==> src/rtl/uart_rx_core_if.sv <==
// rtl/uart_rx_core_if.sv - control, serial-line and byte-result signals of the UART receive core
interface uart_rx_core_if #(
    parameter int DIV_W = 16
);
    logic             RxEn;
    logic [DIV_W-1:0] BaudDiv;
    logic             Rx;
    logic [7:0]       RxData;
    logic             RxDone;
    logic             FrameErr;
    logic             Busy;

    // Register block / line side: drives control and the serial line, receives results
    modport master (
        output RxEn,
        output BaudDiv,
        output Rx,
        input  RxData,
        input  RxDone,
        input  FrameErr,
        input  Busy
    );

    // Receive core side
    modport slave (
        input  RxEn,
        input  BaudDiv,
        input  Rx,
        output RxData,
        output RxDone,
        output FrameErr,
        output Busy
    );
endinterface

==> src/rtl/uart_rx_core.sv <==
// rtl/uart_rx_core.sv - 16x oversampling 8N1 UART receive core with start-edge alignment
module uart_rx_core #(
    parameter int DIV_W = 16,
    parameter int OSR   = 16
) (
    input  logic          pClk,
    input  logic          pReset,
    uart_rx_core_if.slave bus
);
    localparam int S_W = $clog2(OSR);

    // Majority taps sit around the bit centre; the resolve tap is the last of the three
    localparam logic [S_W-1:0] S_TAP0 = S_W'(7);
    localparam logic [S_W-1:0] S_TAP1 = S_W'(8);
    localparam logic [S_W-1:0] S_RES  = S_W'(9);
    localparam logic [S_W-1:0] S_LAST = S_W'(OSR - 1);

    typedef enum logic [1:0] {
        IDLE  = 2'd0,
        START = 2'd1,
        DATA  = 2'd2,
        STOP  = 2'd3
    } state_t;

    state_t           state;
    logic             rx_m;
    logic             rx_s;
    logic             rx_s_d;
    logic [DIV_W-1:0] cnt;
    logic [S_W-1:0]   s_cnt;
    logic [1:0]       samp;
    logic [2:0]       bit_idx;
    logic [7:0]       shreg;
    logic [7:0]       rx_data_r;
    logic             rx_done_r;
    logic             frame_err_r;

    logic             fall;
    logic             tick;
    logic             maj;

    // Falling edge seen on the synchronised line (previous high, now low)
    assign fall = rx_s_d & ~rx_s;

    // Oversample tick; the divider only runs outside IDLE so phase restarts at each start edge
    assign tick = (state != IDLE) && (cnt == bus.BaudDiv);

    // Majority of the two stored taps and the live third tap
    assign maj = (samp[0] & samp[1]) | (samp[0] & rx_s) | (samp[1] & rx_s);

    assign bus.RxData   = rx_data_r;
    assign bus.RxDone   = rx_done_r;
    assign bus.FrameErr = frame_err_r;
    assign bus.Busy     = (state != IDLE);

    // Two-flop synchroniser plus one delayed copy for edge detection; idle level is high
    always_ff @(posedge pClk) begin
        if (pReset) begin
            rx_m   <= 1'b1;
            rx_s   <= 1'b1;
            rx_s_d <= 1'b1;
        end else begin
            rx_m   <= bus.Rx;
            rx_s   <= rx_m;
            rx_s_d <= rx_s;
        end
    end

    // Receive FSM with tick divider, sample counter, shift register and registered results
    always_ff @(posedge pClk) begin
        if (pReset) begin
            state       <= IDLE;
            cnt         <= '0;
            s_cnt       <= '0;
            samp        <= '0;
            bit_idx     <= '0;
            shreg       <= '0;
            rx_data_r   <= '0;
            rx_done_r   <= 1'b0;
            frame_err_r <= 1'b0;
        end else begin
            rx_done_r <= 1'b0;
            if (!bus.RxEn) begin
                // Disable aborts any frame in flight, including one completing this cycle
                state <= IDLE;
                cnt   <= '0;
                s_cnt <= '0;
            end else if (state == IDLE) begin
                cnt   <= '0;
                s_cnt <= '0;
                if (fall) begin
                    state <= START;
                end
            end else if (!tick) begin
                cnt <= cnt + 1'b1;
            end else begin
                cnt   <= '0;
                s_cnt <= (s_cnt == S_LAST) ? '0 : s_cnt + 1'b1;
                if (s_cnt == S_TAP0) begin
                    samp[0] <= rx_s;
                end
                if (s_cnt == S_TAP1) begin
                    samp[1] <= rx_s;
                end
                case (state)
                    START: begin
                        if (s_cnt == S_RES && maj) begin
                            // Start bit did not hold low through its centre: a glitch
                            state <= IDLE;
                            s_cnt <= '0;
                        end else if (s_cnt == S_LAST) begin
                            state   <= DATA;
                            bit_idx <= '0;
                        end
                    end
                    DATA: begin
                        if (s_cnt == S_RES) begin
                            shreg[bit_idx] <= maj;
                        end
                        if (s_cnt == S_LAST) begin
                            if (bit_idx == 3'd7) begin
                                state <= STOP;
                            end else begin
                                bit_idx <= bit_idx + 3'd1;
                            end
                        end
                    end
                    STOP: begin
                        // Finish mid stop bit so the next start edge is never missed
                        if (s_cnt == S_RES) begin
                            rx_data_r   <= shreg;
                            frame_err_r <= ~maj;
                            rx_done_r   <= 1'b1;
                            state       <= IDLE;
                            s_cnt       <= '0;
                        end
                    end
                    default: begin
                    end
                endcase
            end
        end
    end
endmodule

==> src/flat_wrapper.sv <==
// flat-port wrapper written by rule: the top's interface ports become plain ports
module uart_rx_core_flat 
#(
    parameter int DIV_W = 16,
    parameter int OSR   = 16
)
  (pClk, pReset, bus_RxEn, bus_BaudDiv, bus_Rx, bus_RxData, bus_RxDone, bus_FrameErr, bus_Busy);
  uart_rx_core_if #(.DIV_W(DIV_W)) bus_i ();
  input  logic pClk;
  input  logic pReset;
  input wire logic [$bits(bus_i.RxEn)-1:0] bus_RxEn;
  input wire logic [$bits(bus_i.BaudDiv)-1:0] bus_BaudDiv;
  input wire logic [$bits(bus_i.Rx)-1:0] bus_Rx;
  output wire logic [$bits(bus_i.RxData)-1:0] bus_RxData;
  output wire logic [$bits(bus_i.RxDone)-1:0] bus_RxDone;
  output wire logic [$bits(bus_i.FrameErr)-1:0] bus_FrameErr;
  output wire logic [$bits(bus_i.Busy)-1:0] bus_Busy;
  assign bus_i.RxEn = bus_RxEn;
  assign bus_i.BaudDiv = bus_BaudDiv;
  assign bus_i.Rx = bus_Rx;
  assign bus_RxData = bus_i.RxData;
  assign bus_RxDone = bus_i.RxDone;
  assign bus_FrameErr = bus_i.FrameErr;
  assign bus_Busy = bus_i.Busy;
  uart_rx_core #(.DIV_W(DIV_W), .OSR(OSR)) u_core (.pClk(pClk), .pReset(pReset), .bus(bus_i));
endmodule
==> config.mk <==
export PLATFORM = sky130hd
export DESIGN_NAME = uart_rx_core_flat
export DESIGN_NICKNAME = d
export VERILOG_FILES = /design/src/rtl/uart_rx_core_if.sv /design/src/rtl/uart_rx_core.sv /design/src/flat_wrapper.sv
export SDC_FILE = /design/constraint.sdc
export NUM_CORES = 1
export LEC_CHECK = 0
export ABC_AREA = 1
export CAP_MARGIN = 20
export CORE_UTILIZATION = 50
export DETAILED_ROUTE_END_ITERATION = 6
export PLACE_DENSITY = 0.77
export SLEW_MARGIN = 20
export SYNTH_ARGS = -nofsm -noshare
export SYNTH_HDL_FRONTEND = slang
export SYNTH_SLANG_ARGS = --single-unit
==> constraint.sdc <==
create_clock -name pClk -period 1.8 [get_ports pClk]
set_clock_uncertainty 0.1 [all_clocks]
set_input_delay 0.36 -clock pClk [delete_from_list [all_inputs] [get_ports pClk]]
set_output_delay 0.36 -clock pClk [all_outputs]
set_load 0.02 [all_outputs]
Word level (Yosys, flattened, before mapping)
Cells that the tools add are included.
{"block": "totals", "reg_bits": 48, "out_inout_bits": 11, "elab_cells": 88}
{"block": "classes", "add_sub_neg": 3, "magnitude_cmp": 2, "n_eq_ne": 18, "mux": 22, "n_bitwise": 12, "reduce_logical": 18}
{"op": "$add 16x1->16 const B", "count": 1}
{"op": "$eq 16x16->1", "count": 1}
{"op": "$mux 2", "count": 8}
{"op": "$eq 4x4->1 const B", "count": 3}
{"op": "$mux 3", "count": 4}
{"op": "$mux 4", "count": 3}
{"op": "$reduce_and 5->1", "count": 2}
{"op": "$ne 3x1->1 const B", "count": 3}
{"op": "$bwmux 8", "count": 1}
{"op": "$pmux 4 s2", "count": 1}
{"op": "$reduce_and 4->1", "count": 2}
{"op": "$reduce_and 8->1", "count": 1}
{"op": "$reduce_and 7->1", "count": 1}
{"op": "$ne 2x1->1 const B", "count": 3}
{"op": "$not 1->1", "count": 6}
{"op": "$pmux 2 s3", "count": 1}
{"op": "$pmux 3 s2", "count": 1}
{"op": "$reduce_bool 2->1", "count": 3}
{"op": "$reduce_or 5->1", "count": 1}
{"op": "$add 4x1->4 const B", "count": 1}
{"op": "$and 1x1->1", "count": 4}
{"op": "$eq 2x2->1 const B", "count": 2}
{"op": "$eq 4x3->1 const B", "count": 1}
{"op": "$lt 3x4->1 const B", "count": 1}
{"op": "other kinds (15)", "count": 20}

Logic depth before layout (Yosys ltp)
{"block": "logic_depth", "depth_word": 8, "mapped_depth": 14, "ltp_nobuf": 13}

Worst setup path before layout
Ideal clock, no wire load.
{"block": "synth_timing", "kind": "register to register", "start": "register u_core.state[1]", "end": "register u_core.shreg[5]", "setup_time_ns": 0.113, "arrival_time_ns": 1.558, "setup_slack_ns": 0.029, "path_stages_with_launch": 13, "n_path_buf": 0, "synth_period_minus_slack_ns": 1.771, "cell_sequence": "dfxtp_1 -> inv_1 -> ha_1 -> nor2_1 -> inv_1 -> nor2_1 -> nand2_1 -> nor2_8 -> nand2_4 -> nor2_2 -> nand2_1 -> nand2_1 -> nor2_1"}
{"block": "synth_via", "elab_chain_len": 3, "word_cells_on_any_way": 6, "cone_classes": "eq/ne (1); bitwise (1); reduce/logical (4)"}
{"element": "start: declaration", "line_no": "uart_rx_core.sv:25", "text": "state_t state;"}
{"element": "start signal: assignment", "line_no": "uart_rx_core.sv:72", "text": "state <= IDLE;"}
{"element": "start signal: assignment", "line_no": "uart_rx_core.sv:85", "text": "state <= IDLE;"}
{"element": "start signal: assignment", "line_no": "uart_rx_core.sv:92", "text": "state <= START;"}
{"element": "$reduce_bool 2->1 or $logic_not 2->1 (tied branches)", "line_no": "uart_rx_core.sv:46, uart_rx_core.sv:88"}
{"element": "$logic_and 1x1->1 or $not 1->1 (tied branches)"}
{"element": "$reduce_and 5->1 (no line) *"}
{"element": "end signal: indexed assignment", "line_no": "uart_rx_core.sv:118", "text": "shreg[bit_idx] <= maj;"}
{"element": "end: declaration", "line_no": "uart_rx_core.sv:33", "text": "logic [7:0] shreg;"}
Mark *: on every way between the ends. The rest lies on a longest branch, timed or not.
A chain may end at the register's enable or synchronous reset.

Worst setup path in the final report
{"block": "layout_timing", "start": "register u_core.cnt[4]", "end": "register u_core.shreg[3]"}
{"block": "layout_via", "elab_chain_len": 3}
{"element": "start: declaration", "line_no": "uart_rx_core.sv:29", "text": "logic [DIV_W-1:0] cnt;"}
{"element": "start signal: assignment", "line_no": "uart_rx_core.sv:95", "text": "cnt <= cnt + 1'b1;"}
{"element": "$eq 16x16->1", "line_no": "uart_rx_core.sv:46", "text": "assign tick = (state != IDLE) && (cnt == bus.BaudDiv);"}
{"element": "$logic_and 1x1->1", "line_no": "uart_rx_core.sv:46"}
{"element": "$reduce_and 5->1 (no line)"}
Every way passes these cells.

==> metrics.log <==
INFO  metric outcome = complete, but fails checks
INFO  metric violations = negative setup slack
INFO  metric grt_max_degree = 16
INFO  metric holdCritStartpoint = u_core.rx_m
INFO  metric worst_setup_hold_path_clk_slew = around 0.10 ns
INFO  metric fp.coreArea = 0.00511 mm2
INFO  metric cts_buffer_count = 5
INFO  metric clk_path_buf_depth = 2
INFO  metric critPathCaptureType = flop
INFO  metric crit_required = roughly 1.9 ns
INFO  metric dp.final_hpwl = approximately 4.3 mm
INFO  metric htreeDepth = 2
INFO  metric proportion_of_layout_cells_with_a_drive_suffix_above_1 = between 20% and 30%
INFO  metric grt_setup_unrepaired = yes
INFO  metric yosys_warnings = 0
INFO  metric max_clock_freq = 548 MHz
INFO  metric avgSynthCellArea = roughly 6.6 um2
INFO  metric stdcell_area = between 0.003 and 0.004 mm2
INFO  metric layout-area-overhead-vs-synth = 32.3%
INFO  metric holdPathEnd = u_core.rx_s
INFO  metric syn_inst = between 400 and 500
INFO  metric post-route-drc-count = 0
INFO  metric final_util = between 60 and 70%
INFO  metric crit_path_max_fanout = 4
INFO  metric dieArea = about 0.0056 mm2
INFO  metric start_util = 52.1%
INFO  metric seqPwrFrac = ~57%
INFO  metric timing.final.ws_setup = -0.0249 ns
INFO  metric fill_count = between 400 and 500
INFO  metric switching_share = approximately 23%
INFO  metric synthDistinctLibCells = 32
INFO  metric insertedDiodeCount = 0
INFO  metric critPathArrivalTime = 1.93 ns
INFO  metric hold-path-cell-count = 1
INFO  metric buffer_type_at_the_clock_tree_root = sky130_fd_sc_hd__clkbuf_8
INFO  metric drt_iter0_markers = 94
INFO  metric synth_fp_nets = approximately 430
INFO  metric sort_of_element_at_the_start_of_the_critical_path = flop
INFO  metric vias = between 2000 and 3000
INFO  metric groute.usage.overall = between 20% and 30%
INFO  metric seq_area_frac_synth = roughly 36%
INFO  metric slew_at_the_pin_with_the_worst_max_slew_slack = around 0.34 ns
INFO  metric buffer_ports.inserted = 30
INFO  metric finish.net_count = ~500
INFO  metric max_cap_viol_count = 0
INFO  metric timing.final.setup_violations = 2
INFO  metric min_path_type = reg -> reg
INFO  metric first_pass_grt_wire_length = a little over 9 mm
INFO  metric intPower = between 1 and 1.5 mW
INFO  metric post_drt_via_cell_ratio = about 4.8
INFO  metric synth.ff_latch_count = 48
INFO  metric rows = 26
INFO  metric num_io_pins = 31
INFO  metric place_congestion = approximately 0.86
INFO  metric power.share.clock = about 37%
INFO  metric antenna_left = 0
INFO  metric hold_viol = 0
INFO  metric switchingPower = 435 uW
INFO  metric timing.rr.end = u_core.shreg[3]
INFO  metric slew_violations = 0
INFO  metric slew_headroom = roughly 77%
INFO  metric grt-ovfl-total = 0
INFO  metric reg2reg_depth = 13
INFO  metric vdd_ir_drop_max = ~0.00042 V
INFO  metric dieWidth = 74.9 um
INFO  metric final_cell_mix = 102 x sky130_fd_sc_hd__nand2_1, 66 x sky130_fd_sc_hd__nor2_1, 49 x sky130_fd_sc_hd__inv_1
INFO  metric placement.setup.worst_slack = -0.434 ns
INFO  metric overall_power_after_layout = ~1.9 mW
INFO  metric final.min_clock_period = between 1.5 and 2 ns
INFO  metric drt_first_pass_iters = 4
INFO  metric clkLatencyLatePin = around 0.31 ns
INFO  metric vias_in_the_first_global_route = approximately 2200
INFO  metric power.share.combinational = under 10%
INFO  metric timing_worst_setup_path_type = reg -> reg
INFO  metric placed_cell_area = approximately 0.0032 mm2
INFO  metric p_per_area = roughly 530 mW/mm2
INFO  metric rr_startpoint = u_core.cnt[4]
INFO  metric chipHeight = about 75 um
INFO  metric cts_tree = done
INFO  metric timing.final.crit_share = 101%
INFO  metric power_leakage = about 1.6 nW
INFO  metric detail_route.wirelength = ~6.0 mm
INFO  metric mostFrequentLayoutCell = sky130_fd_sc_hd__nand2_1
INFO  metric final-instance-count-excl-fill = around 540
INFO  metric r2r_setup_slack = -0.02 ns
INFO  metric antenna_violations_before_repair = 0
INFO  metric placed_cells = between 500 and 600
INFO  metric route.detailed.wl_per_inst = 11.1 um
INFO  metric numClockSinks = 48
INFO  metric syn_area = between 0.002 and 0.003 mm2
-- registers in the layout, indices dropped and copies added (netlist names) --
signal,cells
u_core.shreg,8
u_core.cnt,16
u_core.samp,2
u_core.s_cnt,4
u_core.rx_s_d,1
u_core.rx_m,1
u_core.bus.RxDone,1
u_core.bus.FrameErr,1
u_core.bit_idx,3
u_core.rx_s,1
u_core.bus.RxData,8
u_core.state,2
-- routing by layer --
metal	part of all wire (%)	GRT usage (%)
met1	45	25.0
met2	51	39.1
met3	3.2	3.35
met4	1.3	7.34
met5	0	0
-- Yosys cell counts --
cell	count	area, um2
sky130_fd_sc_hd__nor2_8	2	40.0
sky130_fd_sc_hd__buf_4	1	7.51
sky130_fd_sc_hd__o21ai_0	13	65.1
sky130_fd_sc_hd__clkbuf_1	2	7.51
sky130_fd_sc_hd__nand3_1	15	75.1
sky130_fd_sc_hd__nor4_1	1	6.26
sky130_fd_sc_hd__dfxtp_1	48	961
sky130_fd_sc_hd__nor3_1	8	40.0
sky130_fd_sc_hd__nand3_2	1	10.0
sky130_fd_sc_hd__o211ai_1	1	7.51
sky130_fd_sc_hd__inv_2	6	22.5
sky130_fd_sc_hd__clkinv_1	1	3.75
sky130_fd_sc_hd__o31ai_1	1	7.51
sky130_fd_sc_hd__nor2_2	9	56.3
sky130_fd_sc_hd__nand2_4	3	33.8
sky130_fd_sc_hd__nand4_1	3	18.8
sky130_fd_sc_hd__buf_2	2	10.0
sky130_fd_sc_hd__inv_1	51	191
sky130_fd_sc_hd__xor2_1	4	35.0
sky130_fd_sc_hd__nor3b_1	1	7.51
sky130_fd_sc_hd__nor4_2	1	12.5
sky130_fd_sc_hd__nand2_1	108	405
sky130_fd_sc_hd__o21ai_1	4	20.0
sky130_fd_sc_hd__nand2_2	3	18.8
sky130_fd_sc_hd__a21oi_1	18	90.1
sky130_fd_sc_hd__ha_1	10	125
sky130_fd_sc_hd__nor2_4	3	33.8
sky130_fd_sc_hd__or2_2	2	12.5
sky130_fd_sc_hd__nor3_2	1	10.0
sky130_fd_sc_hd__nor2_1	76	285
sky130_fd_sc_hd__nand3_4	1	17.5
sky130_fd_sc_hd__nand3b_1	3	22.5
-- per-stage QoR --
step / TNS (ns) / hold slack, ns
3_3_place_gp: -13.20 / 0.294
4_1_cts: -0.00748 / 0.321
2_1_floorplan: 0 / 0.289
6_report: -0.0485 / 0.322
5_1_grt: -2.41 / 0.357
3_5_place_dp: -15.45 / 0.297
-- worst max-delay path: stages, from the launching register on --
cell and delay, ns:
sky130_fd_sc_hd__dfxtp_1 0.38, sky130_fd_sc_hd__inv_1 0.09, sky130_fd_sc_hd__nand2_1 0.06, sky130_fd_sc_hd__nand2_1 0.06, sky130_fd_sc_hd__nor2_1 0.15, sky130_fd_sc_hd__nand2_2 0.10
sky130_fd_sc_hd__nor2_4 0.15, sky130_fd_sc_hd__nand2_4 0.11, sky130_fd_sc_hd__nor2_8 0.15, sky130_fd_sc_hd__nand2_4 0.11, sky130_fd_sc_hd__nor2_4 0.12, sky130_fd_sc_hd__nand2_1 0.06
sky130_fd_sc_hd__nand2_1 0.05, sky130_fd_sc_hd__nor2_1 0.04
-- power groups by stage --
stage | Sequential [mW] | Clock [mW] | Combinational [mW]
after global routing | 1.07 | 0.730 | 0.133
final | 1.07 | 0.688 | 0.118
after global placement | 1.09 | 0 | 0.123
after floorplan | 1.09 | 0 | 0.0550
after detailed placement | 1.09 | 0 | 0.126
after CTS | 1.07 | 0.701 | 0.115
-- logic make-up after synthesis --
logic type / count (synthesis) / synth area share, %
compound gates: 37 / 7.15
flops: 48 / 36.1
buf+inv: 63 / 9.13
fa+ha+maj: 10 / 4.70
simple gates: 241 / 41.6
xor+xnor: 4 / 1.32
-- cell type report --
type / count / area (um2) / area share, %
clock buffer: 6 / 82.6 / 2.35
sequential: 48 / 973 / 27.7
multi-input combinational: 292 / 1590 / 45.3
clock inverter: 2 / 13.8 / 0.391
timing repair buffer: 63 / 547 / 15.5
inverter: 58 / 223 / 6.33
tap: 70 / 87.6 / 2.49
-- how the worst max path moves through the flow --
| stage | depth (start not counted) | from | to | slack (ns) |
|---|---|---|---|---|
| floorplan | 12 | u_core.state[1] | u_core.shreg[5] | 0.03 |
| global placement | 12 | bus_BaudDiv[10] | u_core.bus.RxData[4] | -0.41 |
| detailed placement | 12 | bus_BaudDiv[15] | u_core.bus.RxData[5] | -0.43 |
| CTS | 11 | u_core.cnt[1] | u_core.cnt[10] | -0.007 |
| global route | 13 | u_core.cnt[4] | u_core.shreg[5] | -0.14 |
| finish | 13 | u_core.cnt[4] | u_core.shreg[3] | -0.02 |
-- timing repair --
item | 4_1_cts | 5_1_grt
pin swaps | 14 | 18
buffers inserted | 2 | 1
resized for setup | 26 | 46
endpoints found under the setup margin | 27 | 36
hold buffers | 0 | 0
Note: power is estimated with default switching activity, not from simulation.
